`config.mk`:
```
export PLATFORM = sky130hd
export DESIGN_NAME = video_timing
export DESIGN_NICKNAME = d
export VERILOG_FILES = /design/src/rtl/video_pkg.sv /design/src/rtl/video_timing_clk_en.sv /design/src/rtl/video_timing.sv
export SDC_FILE = /design/constraint.sdc
export NUM_CORES = 1
export LEC_CHECK = 0
export ABC_AREA = 1
export CELL_PAD_IN_SITES_DETAIL_PLACEMENT = 2
export CELL_PAD_IN_SITES_GLOBAL_PLACEMENT = 2
export CORE_MARGIN = 5
export CORE_UTILIZATION = 34
export CTS_BUF_LIST = sky130_fd_sc_hd__clkbuf_8 sky130_fd_sc_hd__clkbuf_16
export DETAILED_ROUTE_END_ITERATION = 7
export PLACE_DENSITY_LB_ADDON = 0.05
export SETUP_SLACK_MARGIN = 0.5
export SLEW_MARGIN = 20
export SYNTH_ARGS = -nofsm -noshare
export SYNTH_HDL_FRONTEND = slang
export SYNTH_HIERARCHICAL = 1
export SYNTH_SLANG_ARGS = --single-unit
```
`constraint.sdc`:
```
create_clock -name clk_sys -period 7.3 [get_ports clk_sys]
set_input_delay 1.825 -clock clk_sys [delete_from_list [all_inputs] [get_ports clk_sys]]
set_output_delay 1.825 -clock clk_sys [all_outputs]
set_load 0.02 [all_outputs]
```
`src/rtl/video_pkg.sv`:
```
// Shared raster timing defaults, counter/adjust widths and the sync window decode
// used by the video timing generator.
package video_pkg;

  localparam int CNT_W = 9;
  localparam int ADJ_W = 4;
  localparam int CMP_W = 10;

  localparam int DEF_CEN_DIV  = 8;
  localparam int DEF_H_TOTAL  = 384;
  localparam int DEF_H_ACTIVE = 256;
  localparam int DEF_HS_START = 304;
  localparam int DEF_HS_WIDTH = 32;
  localparam int DEF_V_TOTAL  = 264;
  localparam int DEF_V_ACTIVE = 224;
  localparam int DEF_VS_START = 240;
  localparam int DEF_VS_WIDTH = 3;

  // Signed window test; positions never exceed TOTAL-1, so windows running
  // off the end of the line/frame are clipped rather than wrapped.
  function automatic logic in_window(input logic [CNT_W-1:0] pos,
                                     input int               start,
                                     input logic [ADJ_W-1:0] adj,
                                     input int               width);
    logic signed [CMP_W-1:0] p;
    logic signed [CMP_W-1:0] lo;
    logic signed [CMP_W-1:0] hi;
    p  = signed'({1'b0, pos});
    lo = CMP_W'(start) + {{(CMP_W-ADJ_W){adj[ADJ_W-1]}}, adj};
    hi = lo + CMP_W'(width);
    return (p >= lo) && (p < hi);
  endfunction

endpackage

```
`src/rtl/video_timing_clk_en.sv`:
```
// Clock-enable divider: one-cycle registered pulse every DIV_MAX+1 clocks.
module clk_en #(
  parameter int DIV_MAX = 7
) (
  input  logic clk,
  input  logic rst_n,
  output logic ce
);

  localparam int W = (DIV_MAX < 1) ? 1 : $clog2(DIV_MAX + 1);
  localparam logic [W-1:0] DIV_LAST = W'(DIV_MAX);

  logic [W-1:0] div;

  always_ff @(posedge clk or negedge rst_n) begin
    if (!rst_n) begin
      div <= '0;
      ce  <= 1'b0;
    end else begin
      ce  <= (div == DIV_LAST);
      div <= (div == DIV_LAST) ? '0 : div + W'(1);
    end
  end

endmodule

```
`src/rtl/video_timing.sv`:
```
// Raster timing generator: pixel enable, H/V counters, blanking, sync with
// per-frame centering adjust, and a vblank-start pulse for the CPU interrupt.
module video_timing
  import video_pkg::*;
#(
  parameter int CEN_DIV  = DEF_CEN_DIV,
  parameter int H_TOTAL  = DEF_H_TOTAL,
  parameter int H_ACTIVE = DEF_H_ACTIVE,
  parameter int HS_START = DEF_HS_START,
  parameter int HS_WIDTH = DEF_HS_WIDTH,
  parameter int V_TOTAL  = DEF_V_TOTAL,
  parameter int V_ACTIVE = DEF_V_ACTIVE,
  parameter int VS_START = DEF_VS_START,
  parameter int VS_WIDTH = DEF_VS_WIDTH
) (
  input  logic             clk_sys,
  input  logic             reset_n,
  input  logic [ADJ_W-1:0] h_adj,
  input  logic [ADJ_W-1:0] v_adj,
  output logic             ce_pix,
  output logic [CNT_W-1:0] hcnt,
  output logic [CNT_W-1:0] vcnt,
  output logic             hblank,
  output logic             vblank,
  output logic             hsync,
  output logic             vsync,
  output logic             vb_start,
  output logic             frame
);

  if (!(H_ACTIVE < H_TOTAL && H_TOTAL <= 512 &&
        V_ACTIVE < V_TOTAL && V_TOTAL <= 512 && CEN_DIV >= 2)) begin : g_param_err
    $error("video_timing: illegal timing parameters");
  end

  localparam logic [CNT_W-1:0] H_LAST = CNT_W'(H_TOTAL - 1);
  localparam logic [CNT_W-1:0] V_LAST = CNT_W'(V_TOTAL - 1);
  localparam logic [CNT_W-1:0] H_ACT  = CNT_W'(H_ACTIVE);
  localparam logic [CNT_W-1:0] V_ACT  = CNT_W'(V_ACTIVE);

  logic [ADJ_W-1:0] hadj_l;
  logic [ADJ_W-1:0] vadj_l;
  logic             frame_wrap;
  logic [CNT_W-1:0] h_next;
  logic [CNT_W-1:0] v_next;
  logic [ADJ_W-1:0] hadj_next;
  logic [ADJ_W-1:0] vadj_next;
  logic             hblank_next;
  logic             vblank_next;
  logic             hsync_next;
  logic             vsync_next;

  clk_en #(
    .DIV_MAX(CEN_DIV - 1)
  ) u_clk_en (
    .clk  (clk_sys),
    .rst_n(reset_n),
    .ce   (ce_pix)
  );

  // Decode from the next counter values so registered outputs line up with
  // the counters they are presented beside.
  always_comb begin
    frame_wrap = 1'b0;
    h_next     = hcnt;
    v_next     = vcnt;
    if (hcnt == H_LAST) begin
      h_next = '0;
      if (vcnt == V_LAST) begin
        v_next     = '0;
        frame_wrap = 1'b1;
      end else begin
        v_next = vcnt + CNT_W'(1);
      end
    end else begin
      h_next = hcnt + CNT_W'(1);
    end
    hadj_next   = frame_wrap ? h_adj : hadj_l;
    vadj_next   = frame_wrap ? v_adj : vadj_l;
    hblank_next = (h_next >= H_ACT);
    vblank_next = (v_next >= V_ACT);
    hsync_next  = in_window(h_next, HS_START, hadj_next, HS_WIDTH);
    vsync_next  = in_window(v_next, VS_START, vadj_next, VS_WIDTH);
  end

  always_ff @(posedge clk_sys or negedge reset_n) begin
    if (!reset_n) begin
      hcnt     <= '0;
      vcnt     <= '0;
      hblank   <= 1'b0;
      vblank   <= 1'b0;
      hsync    <= 1'b0;
      vsync    <= 1'b0;
      vb_start <= 1'b0;
      frame    <= 1'b0;
      hadj_l   <= '0;
      vadj_l   <= '0;
    end else begin
      vb_start <= 1'b0;
      if (ce_pix) begin
        hcnt     <= h_next;
        vcnt     <= v_next;
        hblank   <= hblank_next;
        vblank   <= vblank_next;
        hsync    <= hsync_next;
        vsync    <= vsync_next;
        vb_start <= vblank_next & ~vblank;
        if (frame_wrap) begin
          frame  <= ~frame;
          hadj_l <= h_adj;
          vadj_l <= v_adj;
        end
      end
    end
  end

endmodule

```
# Word-level counts from Yosys, hierarchy flattened
# Cells that the tools add are included.
op_classes:
  add_sub_neg: 7
  n_lt_le_gt_ge: 6
  eq_ne: 3
  n_mux: 9
  bitwise_logic: 3
  reduce_logical: 3
op_table:
  columns: ["op", "count"]
  rows:
  - ["$mux 9", 3]
  - ["$ge 10x10->1", 2]
  - ["$lt 10x10->1", 2]
  - ["$add 9x1->9 const B", 2]
  - ["$eq 9x9->1 const B", 2]
  - ["$add 10x3->10 const B", 1]
  - ["$add 10x7->10 const B", 1]
  - ["$add 9x10->10 const A", 1]
  - ["$add 9x4->10 const A", 1]
  - ["$ge 9x8->1 const B", 1]
  - ["$ge 9x9->1 const B", 1]
  - ["$mux 4", 2]
  - ["$add 3x1->3 const B", 1]
  - ["$eq 3x3->1 const B", 1]
  - ["$mux 1", 3]
  - ["$mux 3", 1]
  - ["$logic_and 1x1->1", 2]
  - ["$not 1->1", 2]
  - ["$reduce_and 2->1", 1]
  - ["$and 1x1->1", 1]
totals:
  register_bits: 36
  output_inout_bits: 25

# Logic depth before layout (Yosys ltp)
# Gate-level depths: netlist of the first run.
logic_depth:
  ltp_word: 8
  ltp_mapped: 23

# Cells and area by module
# Netlist of the first run, hierarchy kept.
modules_own_cells:
  columns: ["mod", "instances", "cells_per_inst", "area_per_inst_um2", "seq_area_each_um2"]
  rows:
  - ["video_timing", 1, 323, 2341.0, 775.7]
  - ["clk_en", 1, 9, 136.4, 100.1]

# Least setup slack after synthesis of the first run
# Ideal clock, no wire load.
synth_timing:
  path_type: "in2reg"
  from: "input port v_adj[0]"
  to: "register vsync"
  setup_time_ns: 0.116
  arrival_time_ns: 3.401
  required_time_ns: 7.184
  setup_slack_ns: 3.782
  stages: 17
  n_path_buf: 0
  cell_sequence: "inv_1 > o21ai_2 > inv_1 > ha_1 > xor2_1 > ha_1 > inv_1 > o21bai_1 > nand2_1 > nand2_1 > nand2_1 > nand2_1 > nand3_1 > a21oi_1 > nor2_1 > nand2_1 > nand2_1"
synth_via:
  elab_chain_len: 5
  elab_cells_between_ends: 6
synth_lines:
  columns: ["element", "line", "rtl"]
  rows:
  - ["start: declaration", "video_timing.sv:19", "input logic [ADJ_W-1:0] v_adj,"]
  - ["$mux 4 (*)", null, null]
  - ["named net vadj_next[0]", "video_timing.sv:47", "logic [ADJ_W-1:0] vadj_next;"]
  - ["$add 9x4->10 (*)", "video_pkg.sv:29", "lo = CMP_W'(start) + {{(CMP_W-ADJ_W){adj[ADJ_W-1]}}, adj};"]
  - ["$add 10x3->10", "video_pkg.sv:30", "hi = lo + CMP_W'(width);"]
  - ["$lt 10x10->1", "video_pkg.sv:31", "return (p >= lo) && (p < hi);"]
  - ["$logic_and 1x1->1 (*)", "video_pkg.sv:31", null]
  - ["end signal: assignment", "video_timing.sv:106", "vsync <= vsync_next;"]
  - ["end: declaration", "video_timing.sv:26", "output logic vsync,"]
# Mark *: on every way through the listed nets, which the timed path passes. The rest lies on a longest branch.
# A chain may end at the register's enable or synchronous reset.

# Worst setup path after layout of the first run
# Ends and elaborated chain as after synthesis.

==> metrics, run 1 <==
Seq/Total Area, Yosys=35.4%; I/O pin cnt=35; crit path max fanout=3; insertion delay to the later sink of the worst-skew pair=0.29 ns; Worst setup EP type=flip-flop; first-pass GRT wire length=12.1 mm; total congestion overflow=0; CTS tree=yes; via count=2277; fin crit share=53.4%; number of global-route vias before repair=2520; Synth-to-Final Area Change=21.0%; Syn Area/Cell=7.46 sq um; Final Max Slew Viols=0; commonest register cell after synthesis=dfrtp_1; full die area=9090 sq um; TritonCTS buffer count=5; IO Port Bufs=34; ANT nets after route=0; largest net degree at the start of global routing=36; Final Hold Fails=0; initial antenna violation count=0; Post-Route Skew=0.00660 ns; syn_nets=364; Setup TNS Final=0 ns; Tmin final=3.90 ns; path type of the worst setup path=in -> reg; Avg Vias per Cell=4.87; fmax=257 MHz; async set or reset register ratio after synthesis=100%; hold buffers post-CTS=0; status=completed; Finished Core Util=41.8%; Worst setup SP type=input pin; dpl cells=460; most frequent cell after synthesis=nand2_1; post-DP HPWL=5.58 mm; # DRC=0; drt pass-1 iters=3; Initial DRC Count=25; Mapped Area=2480 sq um; gpl congestion=0.791; Post-synth EDFFs=0; RSZ-0062 raised after global routing=no; Yosys top cell by area=dfrtp_1; post-cts resize count=0; Hold Path Class=reg -> reg; Least-Margin Pin Slew=0.840 ns; P per Cell Area=114 nW/um^2; die outline height=95.4 um; Post-CTS Setup Inserts=0; row cnt=31; # Max-Cap Violations=0; H-tree levels=2; Die X=95.4 um; Netlist cell types=36; fin nets=400; ANT cells=0; Total GRT Usage=17.1%; WP data required=7.48 ns; Critical Path AT=4.07 ns; Design Power=340 uW; Synth top cells by count=nand2_1 (89), inv_1 (47), dfrtp_1 (35), o21ai_0 (31), nor2_1 (26); top area cells in the synthesized netlist=dfrtp_1 (35%), nand2_1 (13%), ha_1 (11%); clk root buf=clkbuf_8; initial core utilization=34.5%; share of layout cells above drive strength 1=10.3%; post-synth top area share=35.4%; Mapped Cells=332; post-route non-filler standard cell count=468; Setup-failing EPs final=0; Hold WS=0.432 ns; Core ar.=7180 sq um; P_leak=0.00150 uW; synth warn=6; Worst-path clk slew=0.07 ns; Clock Path Buffers=2; final wirelength=7.04 mm; Avg WL per Cell=15.0 um; peak supply drop=0.0000644 V; post-synthesis register bit count=35; clk sinks=35; Max-slew headroom=44.0%
layer usage:
metal  part of all wire [%]  vias to the layer above  track usage (%)
met1                     47                     1114             21.9
li1                       -                     1128                -
met5                      0                        -                0
met2                     49                       29             30.0
met3                    2.9                        6             2.76
met4                    1.1                        0             4.33
cell families after synthesis:
logic type	Yosys count	share of synthesized area, %
flops	35	35.4
xor+xnor	6	2.12
other cells	1	0.151
compound gates	58	14.0
buf+inv	55	8.64
fa+ha+maj	22	11.1
simple gates	155	28.6
flip-flops by register name, summed over array words and instances (netlist names):
name          count
hsync             1
frame             1
vadj_l            4
u_clk_en/ce       1
vblank            1
vcnt              9
vsync             1
vb_start          1
u_clk_en/div      3
hcnt              9
hadj_l            4
power breakdown:
group          switching, uW  leakage (uW)  total (uW)  internal (uW)
sequential                 0      0.000433         194            194
combinational           5.72       0.00102        9.97           4.24
clock                   72.5     0.0000505         137           64.2
total                   78.3       0.00150         340            262
final cells by class:
cell class / count / area [sq um]
fillers: 862 / 4180
multi-input cells: 242 / 1390
flip-flops and latches: 35 / 876
repair buffers: 35 / 343
inverters: 49 / 186
well taps: 99 / 124
clock buffers: 5 / 68.8
clock inverters: 3 / 12.5
final timing paths:
check / to / from / slack (ns) / depth (start not counted)
max in group asynchronous: hcnt[1]$_DFFE_PN0P_ / reset_n / 5.13 / 1
worst max-delay path: vsync$_DFFE_PN0P_ / v_adj[0] / 3.40 / 18
worst max register to register: vsync$_DFFE_PN0P_ / hcnt[0]$_DFFE_PN0P_ / 3.95 / 22
min in group asynchronous: hcnt[8]$_DFFE_PN0P_ / reset_n / 1.62 / 1
worst min-delay path: u_clk_en/div[0]$_DFF_PN0_ / u_clk_en/div[0]$_DFF_PN0_ / 0.43 / 1
worst min register to register: u_clk_en/div[0]$_DFF_PN0_ / u_clk_en/div[0]$_DFF_PN0_ / 0.43 / 1
per-stage QoR:
stage	worst slack [ns]	instance area [sq um]
floorplan	3.78	2480
detailed placement	3.09	2920
finish	3.40	3000
CTS	3.40	3000
global placement	3.18	2920
global route	3.19	3000
critical path, stage by stage:
cell and delay, ns:
clkdlybuf4s50_1 0.45, inv_1 0.05, o21ai_2 0.19, inv_1 0.10, ha_1 0.24, xor2_1 0.17
ha_1 0.30, inv_1 0.04, o21bai_1 0.13, nand2_1 0.07, nand2_1 0.06, nand2_1 0.04
nand2_1 0.05, nand3_1 0.07, a21oi_1 0.14, nor2_1 0.06, nand2_1 0.06, nand2_1 0.04
placed cells by master (no fill, tap or decap), drive strengths merged, types with 2 or more instances in the layout:
master          n
clkdlybuf4s50  33
nand2          99
ha             22
nand3          17
buf             2
dfrtp          35
nand4           3
o21bai          2
xor2            5
nor2           31
inv            50
or2             2
o21ai          39
a21oi          12
clkbuf          5
nor3            3
clkinv          2
No activity file was read; power rests on OpenSTA's default activity.
==> run 2: changes to the inputs <==
--- a/config.mk
+++ b/config.mk
@@ -9,7 +9,7 @@
 export CELL_PAD_IN_SITES_DETAIL_PLACEMENT = 2
 export CELL_PAD_IN_SITES_GLOBAL_PLACEMENT = 2
 export CORE_MARGIN = 5
-export CORE_UTILIZATION = 34
+export CORE_UTILIZATION = 28
 export CTS_BUF_LIST = sky130_fd_sc_hd__clkbuf_8 sky130_fd_sc_hd__clkbuf_16
 export DETAILED_ROUTE_END_ITERATION = 7
 export PLACE_DENSITY_LB_ADDON = 0.05
==> constraint.sdc (replaced) <==
create_clock -name clk_sys -period 3.4 [get_ports clk_sys]
set_input_delay 0.85 -clock clk_sys [delete_from_list [all_inputs] [get_ports clk_sys]]
set_output_delay 0.85 -clock clk_sys [all_outputs]
set_load 0.02 [all_outputs]
==> run 2 against run 1 <==
Highest routed layer unchanged. Cell count increased by 5.8%. Register-to-register slack got worse by 3.4 ns. Final area increased by 9.8%. Combinational power increased by 120%. Die area increased by 19%. Core utilization decreased by 3.9 points. Wire length increased by 9.5%. Global-route usage decreased by 2.6 points. Critical path depth increased by 4. Via count increased by 1.8%. Hold slack improved by 0.0043 ns. Sequential share of layout area decreased by 2.1 points.
==> metrics, run 2 (same netlist as run 1, synthesis figures left out) <==
full die area=10800 sq um (was 9090 sq um); insertion delay to the later sink of the worst-skew pair=0.29 ns (about the same); grt met3 use=2.98% (was 2.76%); status=completed (unchanged); Avg WL per Cell=15.6 um (was 15.0 um); Initial DRC Count=32 (was 25); Design Power=853 uW (was 340 uW); RSZ-0062 raised after global routing=yes (was no); Die X=104 um (was 95.4 um); met2 global-route usage=25.5% (was 30.0%); clk sinks=35 (unchanged); Critical Path AT=3.01 ns (was 4.07 ns); final wirelength=7.71 mm (was 7.04 mm); Final Max Slew Viols=0 (unchanged); Max-slew headroom=44.7% (was 44.0%); largest net degree at the start of global routing=36 (unchanged); Final Hold Fails=0 (unchanged); peak supply drop=0.000136 V (was 0.0000644 V); total congestion overflow=0 (unchanged); H-tree levels=2 (unchanged); gpl congestion=0.777 (was 0.791); IO Port Bufs=34 (unchanged); path type of the worst setup path=reg -> reg (was in -> reg); top flop regs=hcnt (9), vcnt (9) (unchanged); TritonCTS buffer count=5 (unchanged); Synth-to-Final Area Change=32.8% (was 21.0%); drt pass-1 iters=4 (was 3); Core ar.=8680 sq um (was 7180 sq um); crit path max fanout=7 (was 3); post-DP HPWL=5.91 mm (was 5.58 mm); P_leak=0.00160 uW (was 0.00150 uW); # DRC=0 (unchanged); most common cell after layout, fill and taps aside=nand2_1 (unchanged); Post-Route Skew=0.0118 ns (was 0.00660 ns); fmax=353 MHz; Hold Path Class=reg -> reg (unchanged); Worst setup SP type=flip-flop (was input pin); Worst setup EP type=flip-flop (unchanged); dpl cells=471 (was 460); Clock Path Buffers=2 (unchanged); Total GRT Usage=14.5% (was 17.1%); WP data required=3.58 ns (was 7.48 ns); Tmin final=2.83 ns; fin crit share=83.3%; via count=2317 (was 2277); GR Util met1=18.4% (was 21.9%); Worst-path clk slew=0.08 ns (was 0.07 ns); ANT nets after route=0 (unchanged); I/O pin cnt=35 (unchanged); first-pass GRT wire length=12.8 mm (was 12.1 mm); ANT cells=0 (unchanged); initial antenna violation count=0 (unchanged); initial core utilization=28.5% (was 34.5%); Hold WS=0.436 ns (was 0.432 ns); number of global-route vias before repair=2508 (was 2520); Setup-failing EPs final=0 (unchanged); P per Cell Area=259 nW/um^2 (was 114 nW/um^2); post-route cell area=3290 sq um (was 3000 sq um); share of layout cells above drive strength 1=21.4% (was 10.3%); row cnt=34 (was 31); Placed Area=2980 sq um (was 2920 sq um); Most Crowded Layer GR=met2 (unchanged); Least-Margin Pin Slew=0.829 ns (was 0.840 ns); post-route non-filler standard cell count=495 (was 468); Avg Vias per Cell=4.68 (was 4.87); FILL cells=1047 (was 862); Setup TNS Final=0 ns (unchanged); clk root buf=clkbuf_8 (unchanged); fin nets=418 (was 400); commonest cells after routing, fill and taps aside=nand2_1 (89), inv_1 (43), clkdlybuf4s50_1 (33), o21ai_0 (30) (was nand2_1 (89), inv_1 (49), dfrtp_1 (35), clkdlybuf4s50_1 (33), o21ai_0 (31)); die outline height=104 um (was 95.4 um); # Max-Cap Violations=0 (unchanged); CTS tree=yes (unchanged)
[run 2: cell count changes in the layout (fill, tap and decap cells not counted), moves of 2 or more]
cell	delta
inv_1	-6
ha_1	-3
nand3_2	-2
nand3_4	+2
nor2_2	+2
dfrtp_2	+12
dfrtp_1	-12
a21oi_1	-3
ha_4	+3
nor2_1	-3
a21oi_2	+3
inv_2	+4
buf_4	+18
inv_6	+2
[run 2: worst max-delay path, cell delays in order, from the launching register on]
cell,delay (ns)
dfrtp_2,0.40
ha_4,0.16
nand3_4,0.10
nor2_4,0.15
nand3_4,0.11
nor2_8,0.16
inv_6,0.06
o21ai_4,0.17
inv_2,0.07
ha_4,0.17
xor2_1,0.16
ha_1,0.28
inv_1,0.04
o21bai_1,0.11
nand2_1,0.06
nand2_1,0.06
nand2_1,0.05
nand2_1,0.05
nand3_1,0.06
a21oi_1,0.15
nor2_1,0.05
nand2_1,0.06
nand2_1,0.04
[run 2: layer usage]
| layer | up-vias | wire length (um) | share of wire [%] |
|---|---|---|---|
| met3 | 2 | 273 | 3.5 |
| li1 | 1167 | - | - |
| met5 | - | 0 | 0 |
| met2 | 33 | 3810 | 49 |
| met1 | 1115 | 3590 | 47 |
| met4 | 0 | 41 | 0.53 |
[run 2: repair_timing]
item / in CTS / in global routing
hold buffers: 0 / 0
endpoints found under the setup margin: 2 / 2
buffers inserted: 10 / 6
gates resized for setup: 12 / 13
pin swaps: 4 / 9
[run 2: power by group]
part	switching [uW]	internal [uW]	leakage [uW]	total [uW]
Sequential	0	416	0.000415	416
Clock	174	242	0.0000618	415
Combinational	12.9	9.14	0.00112	22.0
Total	187	666	0.00160	853
[run 2: worst paths after layout]
kind                                             end  cells past startpoint  slack [ns]                      start
setup / recovery                   vsync$_DFFE_PN0P_                     22        0.57        hcnt[0]$_DFFE_PN0P_
hold / removal             u_clk_en/div[0]$_DFF_PN0_                      1        0.44  u_clk_en/div[0]$_DFF_PN0_
setup reg to reg                   vsync$_DFFE_PN0P_                     22        0.57        hcnt[0]$_DFFE_PN0P_
hold reg to reg            u_clk_en/div[0]$_DFF_PN0_                      1        0.44  u_clk_en/div[0]$_DFF_PN0_
max in group asynchronous        vcnt[4]$_DFFE_PN0P_                      1        2.17                    reset_n
min in group asynchronous         vb_start$_DFF_PN0_                      1        0.65                    reset_n
[run 2: per-stage QoR]
stage               setup WS [ns]  util, %
CTS                         0.497     37.0
global placement            0.266     34.4
detailed placement          0.223     34.4
floorplan                   0.520        -
global route                0.356     37.9
finish                      0.569     37.9
[run 2: cell type report]
| cell class | instances | area [sq um] | share of cell area (%) |
|---|---|---|---|
| clock buffer | 6 | 82.6 | 2.51 |
| clock inverter | 2 | 38.8 | 1.18 |
| inverter | 49 | 189 | 5.74 |
| multi-input combinational | 242 | 1480 | 44.9 |
| sequential | 35 | 891 | 27.1 |
| tap | 108 | 135 | 4.11 |
| timing repair buffer | 53 | 478 | 14.5 |
